==> src/rtl/unidade_busca_pkg.sv <==
// Shared definitions for the instruction fetch stage and the decoder that
// consumes its output: state encoding, default width and the halt word.
package unidade_busca_pkg;

    // Fetch state: BUSCA fetches normally, PARADO is halted until a redirect.
    typedef enum logic {
        BUSCA  = 1'b0,
        PARADO = 1'b1
    } estado_t;

    // Default address / instruction width.
    localparam int LARGURA_PADRAO = 8;

    // Halt word. The decoder recognises the same encoding.
    localparam logic [LARGURA_PADRAO-1:0] PALAVRA_PARADA_PADRAO = 8'hFF;

    // True when a fetched word is the halt encoding.
    function automatic logic eh_palavra_parada(
        input logic [LARGURA_PADRAO-1:0] palavra,
        input logic [LARGURA_PADRAO-1:0] parada
    );
        return palavra == parada;
    endfunction

endpackage

==> src/rtl/unidade_busca_contador_programa.sv <==
// Program counter register: reset-to-initial, load (redirect), increment or
// hold. Flags a one-cycle wrap pulse when an increment rolls over to zero.
module contador_programa
    import unidade_busca_pkg::*;
#(
    parameter int                 LARGURA    = LARGURA_PADRAO,
    parameter logic [LARGURA-1:0] PC_INICIAL = '0
) (
    input  logic               clk_i,
    input  logic               rst_i,
    input  logic               carregar_i,
    input  logic               incrementar_i,
    input  logic [LARGURA-1:0] alvo_i,
    output logic [LARGURA-1:0] pc_o,
    output logic               volta_o
);

    logic [LARGURA-1:0] pc_q;
    logic [LARGURA-1:0] pc_d;
    logic               volta_q;
    logic               volta_d;

    // Next PC: load has priority over increment; otherwise hold.
    always_comb begin
        pc_d    = pc_q;
        volta_d = 1'b0;
        if (carregar_i) begin
            pc_d = alvo_i;
        end else if (incrementar_i) begin
            pc_d    = pc_q + 1'b1;
            volta_d = (pc_q == {LARGURA{1'b1}});
        end
    end

    // PC and wrap flag registers.
    always_ff @(posedge clk_i) begin
        if (rst_i) begin
            pc_q    <= PC_INICIAL;
            volta_q <= 1'b0;
        end else begin
            pc_q    <= pc_d;
            volta_q <= volta_d;
        end
    end

    assign pc_o    = pc_q;
    assign volta_o = volta_q;

endmodule

==> src/rtl/unidade_busca.sv <==
// Instruction fetch stage: drives the PC to the instruction memory, captures
// the returned word into an output register and hands it to the decoder
// through a valid/ready handshake, with stall, redirect and halt handling.
module unidade_busca
    import unidade_busca_pkg::*;
#(
    parameter int                 LARGURA        = LARGURA_PADRAO,
    parameter logic [LARGURA-1:0] PC_INICIAL     = 8'h00,
    parameter logic [LARGURA-1:0] PALAVRA_PARADA = PALAVRA_PARADA_PADRAO
) (
    input  logic               Clock,
    input  logic               Reset,
    output logic [LARGURA-1:0] Endereco,
    input  logic [LARGURA-1:0] Instrucao,
    input  logic               Desvio,
    input  logic [LARGURA-1:0] AlvoDesvio,
    input  logic               Pronto,
    output logic               Valida,
    output logic [LARGURA-1:0] InstrucaoSaida,
    output logic [LARGURA-1:0] PcSaida,
    output logic               Parado,
    output logic               Volta
);

    estado_t            estado_q;
    logic               valida_q;
    logic [LARGURA-1:0] instrucao_q;
    logic [LARGURA-1:0] pc_saida_q;
    logic [LARGURA-1:0] pc;
    logic               transferencia;
    logic               captura;
    logic               eh_parada;
    logic               incrementar;

    // The decoder takes the held word when both sides agree this cycle.
    assign transferencia = valida_q && Pronto;
    // A new word may enter the output register only while fetching, with no
    // redirect pending, and when the register is empty or being drained.
    assign captura       = (estado_q == BUSCA) && !Desvio && (!valida_q || transferencia);
    assign eh_parada     = (Instrucao == PALAVRA_PARADA);
    // The halt word is delivered but the PC stays on it.
    assign incrementar   = captura && !eh_parada;

    contador_programa #(
        .LARGURA    (LARGURA),
        .PC_INICIAL (PC_INICIAL)
    ) u_contador_programa (
        .clk_i         (Clock),
        .rst_i         (Reset),
        .carregar_i    (Desvio),
        .incrementar_i (incrementar),
        .alvo_i        (AlvoDesvio),
        .pc_o          (pc),
        .volta_o       (Volta)
    );

    // Fetch state machine and output register; redirect overrides everything.
    always_ff @(posedge Clock) begin
        if (Reset) begin
            estado_q    <= BUSCA;
            valida_q    <= 1'b0;
            instrucao_q <= '0;
            pc_saida_q  <= '0;
        end else if (Desvio) begin
            estado_q <= BUSCA;
            valida_q <= 1'b0;
        end else if (captura) begin
            instrucao_q <= Instrucao;
            pc_saida_q  <= pc;
            valida_q    <= 1'b1;
            if (eh_parada) begin
                estado_q <= PARADO;
            end
        end else if (transferencia) begin
            valida_q <= 1'b0;
        end
    end

    assign Endereco       = pc;
    assign Valida         = valida_q;
    assign InstrucaoSaida = instrucao_q;
    assign PcSaida        = pc_saida_q;
    assign Parado         = (estado_q == PARADO);

endmodule

==> config.mk <==
export PLATFORM = sky130hd
export DESIGN_NAME = unidade_busca
export DESIGN_NICKNAME = d
export VERILOG_FILES = /design/src/rtl/unidade_busca_pkg.sv /design/src/rtl/unidade_busca_contador_programa.sv /design/src/rtl/unidade_busca.sv
export SDC_FILE = /design/constraint.sdc
export NUM_CORES = 1
export LEC_CHECK = 0
export CORE_MARGIN = 1.5
export CORE_UTILIZATION = 42
export CTS_CLUSTER_SIZE = 14
export DETAILED_ROUTE_END_ITERATION = 12
export GPL_TIMING_DRIVEN = 1
export PLACE_DENSITY_LB_ADDON = 0.25
export SETUP_SLACK_MARGIN = 0.15
export SKIP_CTS_REPAIR_TIMING = 1
export SLEW_MARGIN = 30
export SYNTH_ARGS = -nofsm -noshare
export SYNTH_HDL_FRONTEND = slang
export SYNTH_SLANG_ARGS = --single-unit
==> constraint.sdc <==
create_clock -name Clock -period 1.8 [get_ports Clock]
set_clock_uncertainty 0.1 [all_clocks]
set_input_delay 0.36 -clock Clock [delete_from_list [all_inputs] [get_ports Clock]]
set_output_delay 0.36 -clock Clock [all_outputs]
set_load 0.02 [all_outputs]
==> results of run 1 <==
## routing by layer
metal,up-vias,part of all wire (%)
met5,-,0
met4,0,0.56
met3,4,5.6
met2,42,54
met1,578,40
li1,601,-
## through the flow
step	instances	setup TNS (ns)	cell area (µm²)	setup slack, ns
finish	230	0	1920	0.125
global route	230	0	1920	0.108
CTS	225	-0.560	1740	-0.125
detailed placement	221	-4.27	1710	-0.293
global placement	221	-3.34	1710	-0.224
floorplan	140	0	1150	0.195
## worst paths after layout
path / start / cells past startpoint / end
worst min-delay path: Instrucao[4] / 3 / InstrucaoSaida[4]$_SDFFE_PP0P_
worst min register to register: InstrucaoSaida[1]$_SDFFE_PP0P_ / 2 / InstrucaoSaida[1]$_SDFFE_PP0P_
worst max register to register: u_contador_programa.pc_o[0]$_SDFFE_PP0P_ / 4 / u_contador_programa.pc_o[4]$_SDFFE_PP0P_
worst max-delay path: Pronto / 6 / u_contador_programa.pc_o[4]$_SDFFE_PP0P_
## worst max-delay path: stages
cell and delay [ns]:
clkdlybuf4s50_1 0.46, nand2b_4 0.13, o211ai_4 0.12, buf_12 0.15, or3_1 0.34, a311oi_1 0.26
## sequential cells by signal (all words and copies together) (netlist names)
name and flops:
Parado 1, InstrucaoSaida 8, u_contador_programa.volta_o 1, u_contador_programa.pc_o 8
Valida 1, PcSaida 8
## cell type report
type	instances	area (µm²)
inverters	4	15.0
multi-input cells	101	583
well taps	30	37.5
fillers	191	622
repair buffers	64	714
clock inverters	1	7.51
flip-flops and latches	27	543
clock buffers	3	22.5
## power groups by stage
stage          Combinational [mW]  Sequential (mW)  Clock (mW)
5_1_grt                     0.315            0.662       0.306
3_3_place_gp                0.272            0.667           0
3_5_place_dp                0.278            0.669           0
2_1_floorplan              0.0925            0.706           0
4_1_cts                     0.279            0.656       0.277
6_report                    0.295            0.657       0.269
## logic make-up after synthesis
logic type	count (synthesis)	synth area share, %
AO/OA/AOI/OAI	35	20.6
XOR/XNOR	1	0.759
adder cells (fa/ha/maj)	1	1.08
buffers and inverters	12	6.17
flip-flops	27	46.8
AND/OR/NAND/NOR	64	24.6
## layout by cell type, fill, tap and decap left out, drive strengths merged
cell	instances
nand2	38
dlymetal6s2s	36
dfxtp	27
a21oi	18
buf	18
nor2	12
clkdlybuf4s50	10
inv	4
nand4	3
nand3	3
o21ai	3
clkbuf	3
nor3	2
a31oi	2
o211ai	2
a2111oi	2
or3	2
nand2b	1
and2	1
o21a	1
a21boi	1
and3	1
o311ai	1
or4	1
o311a	1
o31a	1
a311oi	1
o211a	1
xor2	1
a211oi	1
ha	1
clkinvlp	1
==> results.toml, run 1 <==
[status]
status = "finished, final reports clean"

[power]
pwr-share-seq_pct = 53.8
ir_drop_mv = 0.772
p_clk_share_pct = 22.0
power_switching_uw = 353
p_per_area_nw_per_um2 = 635
internal_power_uw = 868
swShare_pct = 28.9
power.leakage_nw = 1.20
comb_power_share_pct = 24.1
power_mw = 1.22

[cts]
cts_tree = "yes"
insertion_delay_ns = 0.33
clockBufferDepth = 2
cts_buffers = 3
root_buffer = "clkbuf_4"
cts_sinks = 27
cts.htree.levels = 1
cts.clk_slew.worst_paths_ns = 0.15

[global_routing]
gr-max-usage-layer = "met2"
use_met1_pct = 21.8
grt_pass1_wl_um = 4750
overflow = 0
grt_pass1_vias = 1083
antenna_found_initial = 0
grt_use_met3_pct = 3.75
grtUsageTotal_pct = 19.2
grt_use_met2_pct = 35.2
grt_max_degree = 17

[sta]
slew_violations = 0
fmax_mhz = 597
rsz0062_at_grt = "yes"
hold_violations = 0
setup_viol_count_final = 0
tightest_slew_ns = 0.282
period_needed_ns = 1.67
max-slew-margin-rel_pct = 81.0
period_share_pct = 93.0
hold_ws_ns = 0.203

[die]
fp-row-count = 18
die_height_um = 55.4
die_w_um = 55.4
core_area_um2 = 2540
dieArea_um2 = 3070
initial_core_util_pct = 45.4
num_io_pins = 47

[worst_setup_path]
crit_path_end_kind = "flop"
startpoint_type = "input pin"
crit_type = "in2reg"
worstPathRequired_ns = 1.95
critPathMaxFanout = 5
critPathArrivalTime_ns = 1.82
rrSetupSlack_ns = 0.19

[finish]
nets = 222
final_util_pct = 75.6
final_layout_size_suffix_gt1_share_pct = 17.5
antenna_cells = 0
area_growth_pct = 66.5

[synthesis]
ys_warn_count = 0
ys_types = 36
synth-seq-cells = 27
yosysMostFrequentCell = "nand2_1"
yosys.area.top_type = "dfxtp_1"
ys_seq_area_share_pct = 46.8
syn_nets = 161
syn_avg_cell_area_um2 = 8.25
synth_commonest_cells = "nand2_1 (37), dfxtp_1 (27), a21oi_1 (18), nor2_1 (11), inv_1 (4)"
synthTopCellsByArea = "dfxtp_1 (47%), nand2_1 (12%), a21oi_1 (7.8%), nor2_1 (3.6%), a2111oi_2 (2.6%)"
synthesis.area_um2 = 1150
syn_inst = 140
synth_edf_count = 0
synth.top_cell.area_share_pct = 46.8
synth-async-reset-ratio_pct = 0
synth_top_flop_cell = "dfxtp_1"

[drt]
vias_per_cell = 5.33
wl_um = 3230
drtAntennaViolNets = 0
drc = 0
firstDrtPassIters = 6
drt-initial-drc-count = 50
vias = 1225
wl_per_cell_um = 14.0

[place]
place.port_buffers = 46
gp_congestion = 0.822
dp_hpwl_um = 2290

[run]
maxCapViolCount = 0

[worst_hold_path]
hp-class = "in2reg"
(Power assumes the default switching activity.)
==> run 2: changes to the inputs <==
--- a/config.mk
+++ b/config.mk
@@ -5,6 +5,7 @@
 export SDC_FILE = /design/constraint.sdc
 export NUM_CORES = 1
 export LEC_CHECK = 0
+export CORE_ASPECT_RATIO = 0.6
 export CORE_MARGIN = 1.5
 export CORE_UTILIZATION = 42
 export CTS_CLUSTER_SIZE = 14
==> run 2 against run 1 <==
Net effect: critical path depth decreased by 1; utilization increased by 0.46 points; fmax increased by 6.2%; sequential cell count unchanged; cell area increased by 1.1%; setup slack improved by 0.098 ns.
==> results.toml, run 2 (same netlist as run 1, synthesis figures left out) <==
[status]
status = "finished, final reports clean"

[run]
maxCapViolCount = 0

[finish]
final_util_pct = 76.0
final_layout_size_suffix_gt1_share_pct = 20.9
mostFrequentLayoutCells = "nand2_1 (37), dlymetal6s2s_1 (37), dfxtp_1 (22)"
n_fill_cell = 160
nets = 223
antenna_cells = 0
seqCellArea_um2 = 547
final_area_um2 = 1940
final_cells = 233
area_growth_pct = 68.4
multi_input_area_um2 = 601

[place]
place_ws_ns = -0.374
place_inst = 221
placed_area_um2 = 1680
dp_hpwl_um = 2330
gp_congestion = 0.808
place.port_buffers = 46

[drt]
drtAntennaViolNets = 0
drc = 0
vias = 1320
wl_per_cell_um = 15.5
vias_per_cell = 5.67
firstDrtPassIters = 4
wl_um = 3620
drt-initial-drc-count = 66

[global_routing]
grt_max_degree = 17
overflow = 0
grt_pass1_wl_um = 5120
grt_pass1_vias = 1142
antenna_found_initial = 0
grtUsageTotal_pct = 21.2

[worst_setup_path]
crit_chain = "nor2_4, o211ai_4, buf_6, or3_2, a31oi_1"
crit_path_end_kind = "flop"
critPathMaxFanout = 5
cp_slowest_cell = "or3_2"
crit_type = "reg2reg"
crit_buf_inv = 1
crit_family = "simple AND/OR/NAND/NOR gates"
worstPathRequired_ns = 1.90
critPathArrivalTime_ns = 1.68
startpoint_type = "flop"
cpPeakStageDelay_ns = 0.44

[sta]
hold_violations = 0
fin_tns_setup_ns = 0
setup_viol_count_final = 0
rsz0062_at_grt = "no"
slew_violations = 0
max-slew-margin-rel_pct = 78.8
hold_ws_ns = 0.266
period_needed_ns = 1.58
tightest_slew_ns = 0.315
fin_ws_ns = 0.223
period_share_pct = 87.6
fmax_mhz = 634

[cts]
cts_buffers = 3
cts.clk_slew.worst_paths_ns = 0.09
cts.htree.levels = 1
clockBufferDepth = 2
cts_sinks = 27
cts_tree = "yes"
insertion_delay_ns = 0.27
root_buffer = "clkbuf_8"

[power]
ir_drop_mv = 0.401
p_per_area_nw_per_um2 = 665
power_mw = 1.29
power.leakage_nw = 1.22

[die]
die_w_um = 70.7
fp-row-count = 14
num_io_pins = 47
initial_core_util_pct = 45.2
core_area_um2 = 2560
die_height_um = 43.6
dieArea_um2 = 3080

[worst_hold_path]
hp-class = "in2reg"
## run 2: cell types whose count changed in the layout (fill, tap and decap cells not counted), moves of 2 or more
cell	previous run	this run
clkbuf_8	0	3
dfxtp_1	25	22
buf_12	2	0
dfxtp_2	2	5
clkbuf_4	3	0
## run 2: power by group
group          total, mW  switching, mW  internal (mW)  leakage (nW)
registers          0.660         0.0297          0.631         0.224
clock network      0.342          0.187          0.155        0.0255
logic              0.291          0.145          0.146         0.970
total               1.29          0.362          0.932          1.22
## run 2: path summary, 6_finish.rpt
kind,startpoint,end,slack [ns],cells past startpoint
max,Parado$_SDFFE_PP0P_,u_contador_programa.pc_o[3]$_SDFFE_PP0P_,0.22,5
min,Instrucao[1],InstrucaoSaida[1]$_SDFFE_PP0P_,0.27,3
max reg2reg,Parado$_SDFFE_PP0P_,u_contador_programa.pc_o[3]$_SDFFE_PP0P_,0.22,5
min reg2reg,PcSaida[5]$_SDFFE_PP0P_,PcSaida[5]$_SDFFE_PP0P_,0.36,2
## run 2: metal layers
| layer | up-vias | global-route usage [%] | share of wire, % |
|---|---|---|---|
| li1 | 612 | - | - |
| met1 | 614 | 25.3 | 41 |
| met2 | 82 | 37.4 | 47 |
| met3 | 12 | 5.81 | 8.7 |
| met4 | 0 | 7.55 | 3.4 |
| met5 | - | 0 | 0 |
## run 2: cell type report
class / instances / area share (%)
timing repair buffer: 64 / 35.8
multi-input combinational: 102 / 30.9
sequential: 27 / 28.1
clock buffer: 3 / 2.12
tap: 32 / 2.06
inverter: 4 / 0.772
clock inverter: 1 / 0.257
## run 2: worst min-delay path: cells and delay by family
family                 cells  cell delay [ns]
buffers and inverters      1             0.13
AND/OR/NAND/NOR            1             0.06
AO/OA/AOI/OAI              1             0.05
